## src/rtl/snake_pkg.sv

```systemverilog
// snake_pkg: shared playfield defaults, coordinate width, game-state codes and food FSM states.
package snake_pkg;
  localparam int GRID_W_DEF = 40;
  localparam int GRID_H_DEF = 30;
  localparam int COORD_W = 6;
  localparam logic [1:0] ST_PLAY = 2'b00;
  localparam logic [1:0] ST_OVER = 2'b10;
  typedef logic [COORD_W-1:0] coord_t;
  typedef enum logic [1:0] {IDLE, SPAWN, ACTIVE} fg_state_e;
endpackage

```

## src/rtl/lfsr16.sv

```systemverilog
// lfsr16: free-running 16-bit Fibonacci LFSR, polynomial x^16+x^14+x^13+x^11+1.
module lfsr16 #(
  parameter logic [15:0] SEED = 16'hACE1
) (
  input  logic        clk,
  input  logic        rst,
  output logic [15:0] state_o
);
  logic [15:0] lfsr_q;
  always_ff @(posedge clk or posedge rst) begin
    if (rst) lfsr_q <= SEED;
    else lfsr_q <= {lfsr_q[14:0], lfsr_q[15] ^ lfsr_q[13] ^ lfsr_q[12] ^ lfsr_q[10]};
  end
  assign state_o = lfsr_q;
endmodule

```

## src/rtl/food_gen.sv

```systemverilog
// food_gen: places food at pseudo-random free cells and pulses get_food when the head lands on it.
module food_gen
  import snake_pkg::*;
#(
  parameter int          GRID_W    = GRID_W_DEF,
  parameter int          GRID_H    = GRID_H_DEF,
  parameter logic [15:0] LFSR_SEED = 16'hACE1
) (
  input  logic               clk,
  input  logic               rst,
  input  logic [1:0]         game_state,
  input  logic [COORD_W-1:0] head_x,
  input  logic [COORD_W-1:0] head_y,
  input  logic               head_valid,
  output logic [COORD_W-1:0] food_x,
  output logic [COORD_W-1:0] food_y,
  output logic               food_valid,
  output logic               get_food
);
  fg_state_e state_q, state_d;
  coord_t fx_q, fx_d, fy_q, fy_d;
  logic fv_q, fv_d, gf_q, gf_d;
  logic [15:0] lfsr;
  coord_t cand_x, cand_y;
  logic accept, hit, unused_lfsr;
  lfsr16 #(.SEED(LFSR_SEED)) u_lfsr (.clk(clk), .rst(rst), .state_o(lfsr));
  assign cand_x = lfsr[5:0];
  assign cand_y = lfsr[13:8];
  assign unused_lfsr = ^{lfsr[15:14], lfsr[7:6]};
  assign accept = ({1'b0, cand_x} < 7'(GRID_W)) && ({1'b0, cand_y} < 7'(GRID_H)) &&
                  !(cand_x == head_x && cand_y == head_y);
  assign hit = head_valid && head_x == fx_q && head_y == fy_q;
  // Pause codes (x1) fall through with every register held.
  always_comb begin
    state_d = state_q;
    fx_d = fx_q;
    fy_d = fy_q;
    fv_d = fv_q;
    gf_d = 1'b0;
    if (game_state == ST_OVER) begin
      state_d = IDLE;
      fv_d = 1'b0;
    end else if (game_state == ST_PLAY) begin
      case (state_q)
        IDLE: state_d = SPAWN;
        SPAWN: if (accept) begin
          fx_d = cand_x;
          fy_d = cand_y;
          fv_d = 1'b1;
          state_d = ACTIVE;
        end
        ACTIVE: if (hit) begin
          gf_d = 1'b1;
          fv_d = 1'b0;
          state_d = SPAWN;
        end
        default: state_d = IDLE;
      endcase
    end
  end
  always_ff @(posedge clk or posedge rst) begin
    if (rst) begin
      state_q <= IDLE;
      fx_q <= '0;
      fy_q <= '0;
      fv_q <= 1'b0;
      gf_q <= 1'b0;
    end else begin
      state_q <= state_d;
      fx_q <= fx_d;
      fy_q <= fy_d;
      fv_q <= fv_d;
      gf_q <= gf_d;
    end
  end
  assign food_x = fx_q;
  assign food_y = fy_q;
  assign food_valid = fv_q;
  assign get_food = gf_q;
endmodule
```

## config.mk

```make
export PLATFORM = sky130hd
export DESIGN_NAME = food_gen
export DESIGN_NICKNAME = d
export VERILOG_FILES = /design/src/rtl/snake_pkg.sv /design/src/rtl/lfsr16.sv /design/src/rtl/food_gen.sv
export SDC_FILE = /design/constraint.sdc
export NUM_CORES = 1
export LEC_CHECK = 0
export ABC_CLOCK_PERIOD_IN_PS = 3180
export CORE_ASPECT_RATIO = 0.75
export CORE_MARGIN = 2
export CORE_UTILIZATION = 35
export CTS_CLUSTER_SIZE = 25
export DETAILED_ROUTE_END_ITERATION = 8
export RECOVER_POWER = 100
export SLEW_MARGIN = 15
export SYNTH_ARGS = -nofsm -noshare
export SYNTH_HDL_FRONTEND = slang
export SYNTH_SLANG_ARGS = --single-unit
```

## constraint.sdc

```tcl
create_clock -name clk -period 3.18 [get_ports clk]
set_input_delay 0.318 -clock clk [delete_from_list [all_inputs] [get_ports clk]]
set_output_delay 0.318 -clock clk [all_outputs]
set_load 0.01 [all_outputs]
```

* Word-level counts from Yosys, hierarchy flattened *
Index checks and enable logic that the tools add are counted.

word-level totals
  flip-flop bits (word level) = 32
  input bits = 17
  word-level logic and storage cells = 48

cells by class
  magnitude comparators = 2
  equal/unequal tests = 9
  muxes and demuxes = 14
  bitwise gates (word level) = 4
  reduce and logical (&&, ||, !) cells = 13

operator list
  cell                                                                    number
  6-bit equality test                                                     4
  1-bit 2-to-1 mux                                                        8
  2-bit 2-to-1 mux                                                        4
  4-bit AND reduction                                                     2
  6-bit by 5-bit < comparator with 1-bit output (second input constant)   1
  6-bit < comparator (second input constant)                              1
  3-bit != test (second input constant)                                   2
  2-bit case mux with 3 select lines                                      1
  1-bit logical AND                                                       5
  2-bit equality test (second input constant)                             2
  2-bit logical NOT                                                       2
  3-bit AND reduction                                                     1
  3-bit nonzero test                                                      1
  1-bit XOR                                                               3
  2-bit by 1-bit equality test with 1-bit output (second input constant)  1
  1-bit case mux with 2 select lines                                      1
  2-bit nonzero test                                                      1
  1-bit logical NOT                                                       1
  1-bit inverter                                                          1

* Logic depth before layout (Yosys ltp) *
  depth after elaboration = 8
  depth in mapped cells = 7
  depth with buffers taken out = 5

* Cells and area by module *
Synthesis repeated with hierarchy kept, for this count alone.

unflattened totals
  cell total of the unflattened synthesis = 99
  area, all modules = 1418.9 um2

by module, submodules not included
  module    instances  cells an instance  area an instance (um2)
  food_gen  1          79                 978.4
  lfsr16    1          20                 440.4

* Worst setup path after synthesis *
OpenSTA, ideal clock, no wires.

  kind = register -> register
  start = register u_lfsr.lfsr_q[10], in the netlist u_lfsr.state_o[10]
  end = register fx_q[3], in the netlist food_x[3]
  library setup time = 0.125 ns
  arrival = 1.827 ns
  data required time = 3.055 ns
  setup slack = 1.227 ns
  cell stages (with the launch flop) = 8
  cells stage by stage = dfstp_2 -> xnor2_1 -> nand4_1 -> nor3_1 -> or4_1 -> buf_2 -> buf_6 -> mux2_4

on the way
  cells in the longest elaborated chain, start to end = 5

RTL lines
  element                                                                                                RTL line        RTL
  from (decl)                                                                                            lfsr16.sv:9     logic [15:0] lfsr_q;
  from (signal assigned)                                                                                 lfsr16.sv:12    else lfsr_q <= {lfsr_q[14:0], lfsr_q[15] ^ lfsr_q[13] ^ lfsr_q[12] ^ lfsr_q[10]};
  parallel branches: the longest is 3 deep, another holds 6-bit by 5-bit < comparator with 1-bit output  n/a
  1-bit logical AND *                                                                                    food_gen.sv:30  assign accept = ({1'b0, cand_x} < 7'(GRID_W)) && ({1'b0, cand_y} < 7'(GRID_H)) &&
  4-bit AND reduction (no source line) *                                                                 n/a
  to (signal assigned)                                                                                   food_gen.sv:64  fx_q <= '0;
  to (signal assigned)                                                                                   food_gen.sv:70  fx_q <= fx_d;
  to (decl)                                                                                              food_gen.sv:21  coord_t fx_q, fx_d, fy_q, fy_d;

Every way passes the cells marked *.
A chain may end at the register's enable or synchronous reset.

* Worst setup path in the final report *
  start = input head_x[2]
  end = register fx_q[3], in the netlist food_x[3]

on the way
  cells in the longest elaborated chain, start to end = 5

RTL lines
  element                               RTL line        RTL
  from (decl)                           food_gen.sv:12  input logic [COORD_W-1:0] head_x,
  6-bit equality test                   food_gen.sv:31  !(cand_x == head_x && cand_y == head_y);
  1-bit logical AND                     food_gen.sv:31
  1-bit logical NOT                     food_gen.sv:31
  1-bit logical AND                     food_gen.sv:30
  4-bit AND reduction (no source line)  n/a

No other way between the ends.

==> summary.txt <==
CTS
  • Root buffer cell: clkbuf_8
  • CTS Hold Bufs: 0
  • Clock Sinks: 32
  • Total CTS buffers: 5
  • Worst-path clk slew: 0.06 ns
  • Clock Tree Buf Depth: 2
  • Post-cts sizing count: 0
  • H-tree depth: 2
  • Postcts setup bufs: 0
  • CTS tree: yes
  • Worst skew pair latency: 0.28 ns

Timing
  • Top achievable clock speed: 431 MHz
  • Final setup viols: 0
  • Worst-Margin Slew: 1.71 ns
  • Max transition margin: -13.9%
  • Setup TNS Final: 0 ns
  • Min cycle time layout: 2.32 ns
  • Count of final max-slew check failures: 33
  • Crit share post-route: 73.0%
  • Final-report hold violation count: 0
  • Setup Skew: 0.00605 ns
  • RSZ-0062 raised after global routing: false

Synth
  • Top-count cell post-synth: xnor2_1
  • Number of flops mapped to enable cells by yosys: 0
  • Flops & latches, synth: 32
  • Cells after synthesis: 107
  • Syn. warnings: 0
  • Cell taking the most area after synthesis: dfrtp_1
  • Netlist Area Pre-Place: 1420 µm²
  • Synth unique cells: 27
  • Synth Flop Type: dfrtp_1
  • Post-synth top cells: 26 x xnor2_1, 24 x dfrtp_1, 8 x dfstp_2, 8 x mux2_4, 6 x nand4_1
  • Synth area leaders: dfrtp_1 42%, xnor2_1 16%, dfstp_2 15%
  • Asr flop ratio synth: 100%
  • Seq/Total Area, Yosys: 57.0%
  • Syn_nets: 124
  • Synth Area per Inst: 13.3 µm²
  • Top cell type's share of synthesized area: 42.2%

Pwr
  • Cell internal pwr: 0.000742 W
  • Comb power frac: 9.6%
  • Sequential share of power: 45.3%
  • NetSw: 0.000199 W
  • Total chip power: 0.000941 W
  • Max IR drop VDD: 231 µV
  • Sw Share: 21.1%
  • Power per Cell Area: 502 nW/µm²
  • Clock share of power: 45.1%
  • P_leak: 0.831 nW

Cells and area
  • Post-route cell area: 1880 µm²
  • Register area: 811 µm²
  • # fillers: 357
  • Share of layout cells above drive strength 1: 11.1%
  • Area Growth Syn to Fin: 31.8%
  • Multi-input logic area: 551 µm²
  • Final Util: 47.1%
  • Layout net count: 160
  • Finished Layout Cells: 199
  • N_diodes: 0

GRT
  • Largest net degree at the start of global routing: 33
  • Tot GR Track Use: 14.6%
  • M2 GR Usage: 20.8%
  • Met1 Use GR: 19.3%
  • Initial antenna violation count: 0
  • GR peak layer: met2
  • M3 GR Usage: 5.79%
  • GRT Residual Overflow: 0
  • Vias in the first global route: 983
  • First-pass GRT wire length: 4900 µm

Worst setup path
  • CP Capture Type: flop
  • Crit Path Category: primary input to flop
  • Worst r2r src: u_lfsr.state_o[10]
  • Worst setup SP type: primary input
  • CP peak stage delay: 0.83 ns
  • Req. time, crit path: 3.34 ns
  • CP max stage cell: or4_1
  • CP cell instances: dlygate4sd3_1 -> xnor2_1 -> nand4_1 -> nor3_1 -> or4_1 -> mux2_1
  • Crit path from: head_x[2]
  • Crit path DAT: 2.48 ns
  • Crit-path max FO: 13

Run
  • Max_cap viols: 1

Placement
  • Final RePlAce weighted congestion: 0.848
  • Port bufs: 30
  • Placed Cells: 191
  • Placed standard-cell area: 1780 µm²
  • Post-DP HPWL: 2140 µm

Run status
  • Status: finished with violations
  • Failing checks: max-capacitance violations, max-slew violations

Drt
  • Routed Wire Length: 2930 µm
  • Vias per cell: 4.61
  • Drt wl/cell: 14.7 µm
  • DRC viols: 0
  • Drt pass-1 iters: 4
  • Initial DRC Count: 29
  • Antenna Violating Nets Remaining: 0
  • Via Count: 917

Worst hold path
  • Hold path startpoint: u_lfsr.state_o[14]
  • Hold Path Class: flop to flop

Floorplanning
  • Rows: 20
  • Die ar.: 4600 µm²
  • Chip width: 77.6 µm
  • I/O pin count: 31
  • Effective utilization at floorplan: 35.8%
  • Core ar.: 3980 µm²
  • Die height: 59.2 µm
final cells by class:
type / count / share of cell area (%)
sequential: 32 / 43.2
multi-input combinational: 69 / 29.4
clock buffer: 7 / 5.14
timing repair buffer: 31 / 16.2
inverter: 4 / 0.801
clock inverter: 1 / 1.60
tap: 55 / 3.67
power by group through the flow:
stage / sequential [W] / combinational (W) / clock [W]
after CTS: 0.000427 / 0.0000965 / 0.000434
after global routing: 0.000428 / 0.000100 / 0.000449
final: 0.000426 / 0.0000902 / 0.000424
after floorplan: 0.000434 / 0.0000504 / 0
after detailed placement: 0.000434 / 0.0000957 / 0
after global placement: 0.000435 / 0.0000952 / 0
metal layers:
metal	wire length, µm	vias up
met2	1230	27
met5	0	-
met3	157	7
met1	1490	447
li1	-	436
met4	51	0
flip-flops by register name, summed over array words and instances (netlist names):
signal and flops:
u_lfsr.state_o 16, food_x 6, food_y 6, state_q 2
food_valid 1, get_food 1
cells by family (layout without fill, tap and decap cells):
| family | count (synthesis) | after routing | share of synthesized area (%) |
|---|---|---|---|
| DFF | 32 | 32 | 57.0 |
| xor gates and xnor gates | 27 | 27 | 16.6 |
| and+or+nand+nor | 22 | 22 | 8.80 |
| muxes | 12 | 12 | 11.6 |
| AOI/OAI and AO/OA | 8 | 8 | 3.78 |
| buffers and inverters | 6 | 43 | 2.20 |
stage by stage:
step	worst slack (ns)	hold WS, ns
after floorplan	1.23	0.333
after global placement	0.619	0.337
after detailed placement	0.572	0.341
after CTS	0.818	0.357
after global routing	0.679	0.364
final	0.860	0.355
worst paths after layout:
path | endpoint | slack, ns | cells after the start
max in group asynchronous | food_y[5] | 1.13 | 3
setup / recovery | food_x[3] | 0.86 | 6
hold / removal | u_lfsr.state_o[15] | 0.36 | 0
hold reg to reg | u_lfsr.state_o[15] | 0.36 | 0
setup reg to reg | food_x[3] | 0.90 | 5
min in group asynchronous | food_x[2] | 1.07 | 3
cell usage in the layout (no fill, tap or decap), drive strengths merged:
cell type,count
dfstp,8
and2,1
xnor2,26
bufinv,1
nor3,2
nor4,1
nor2,3
dlygate4sd3,16
dfrtp,24
a21o,1
mux2,12
o31a,1
or2,1
clkdlybuf4s50,14
inv,4
o311ai,1
clkbuf,8
nand2,3
xor2,1
o21bai,1
o21ai,2
a21oi,1
a31oi,1
nand4,6
nand3,1
nand3b,2
nor4b,1
or4,1
critical path: cells and delay by family:
family        cells  cell delay [ns]
simple gates      3             0.99
buf+inv           1             0.59
mux               1             0.42
xor+xnor          1             0.16
No activity file was read; power rests on OpenSTA's default activity.
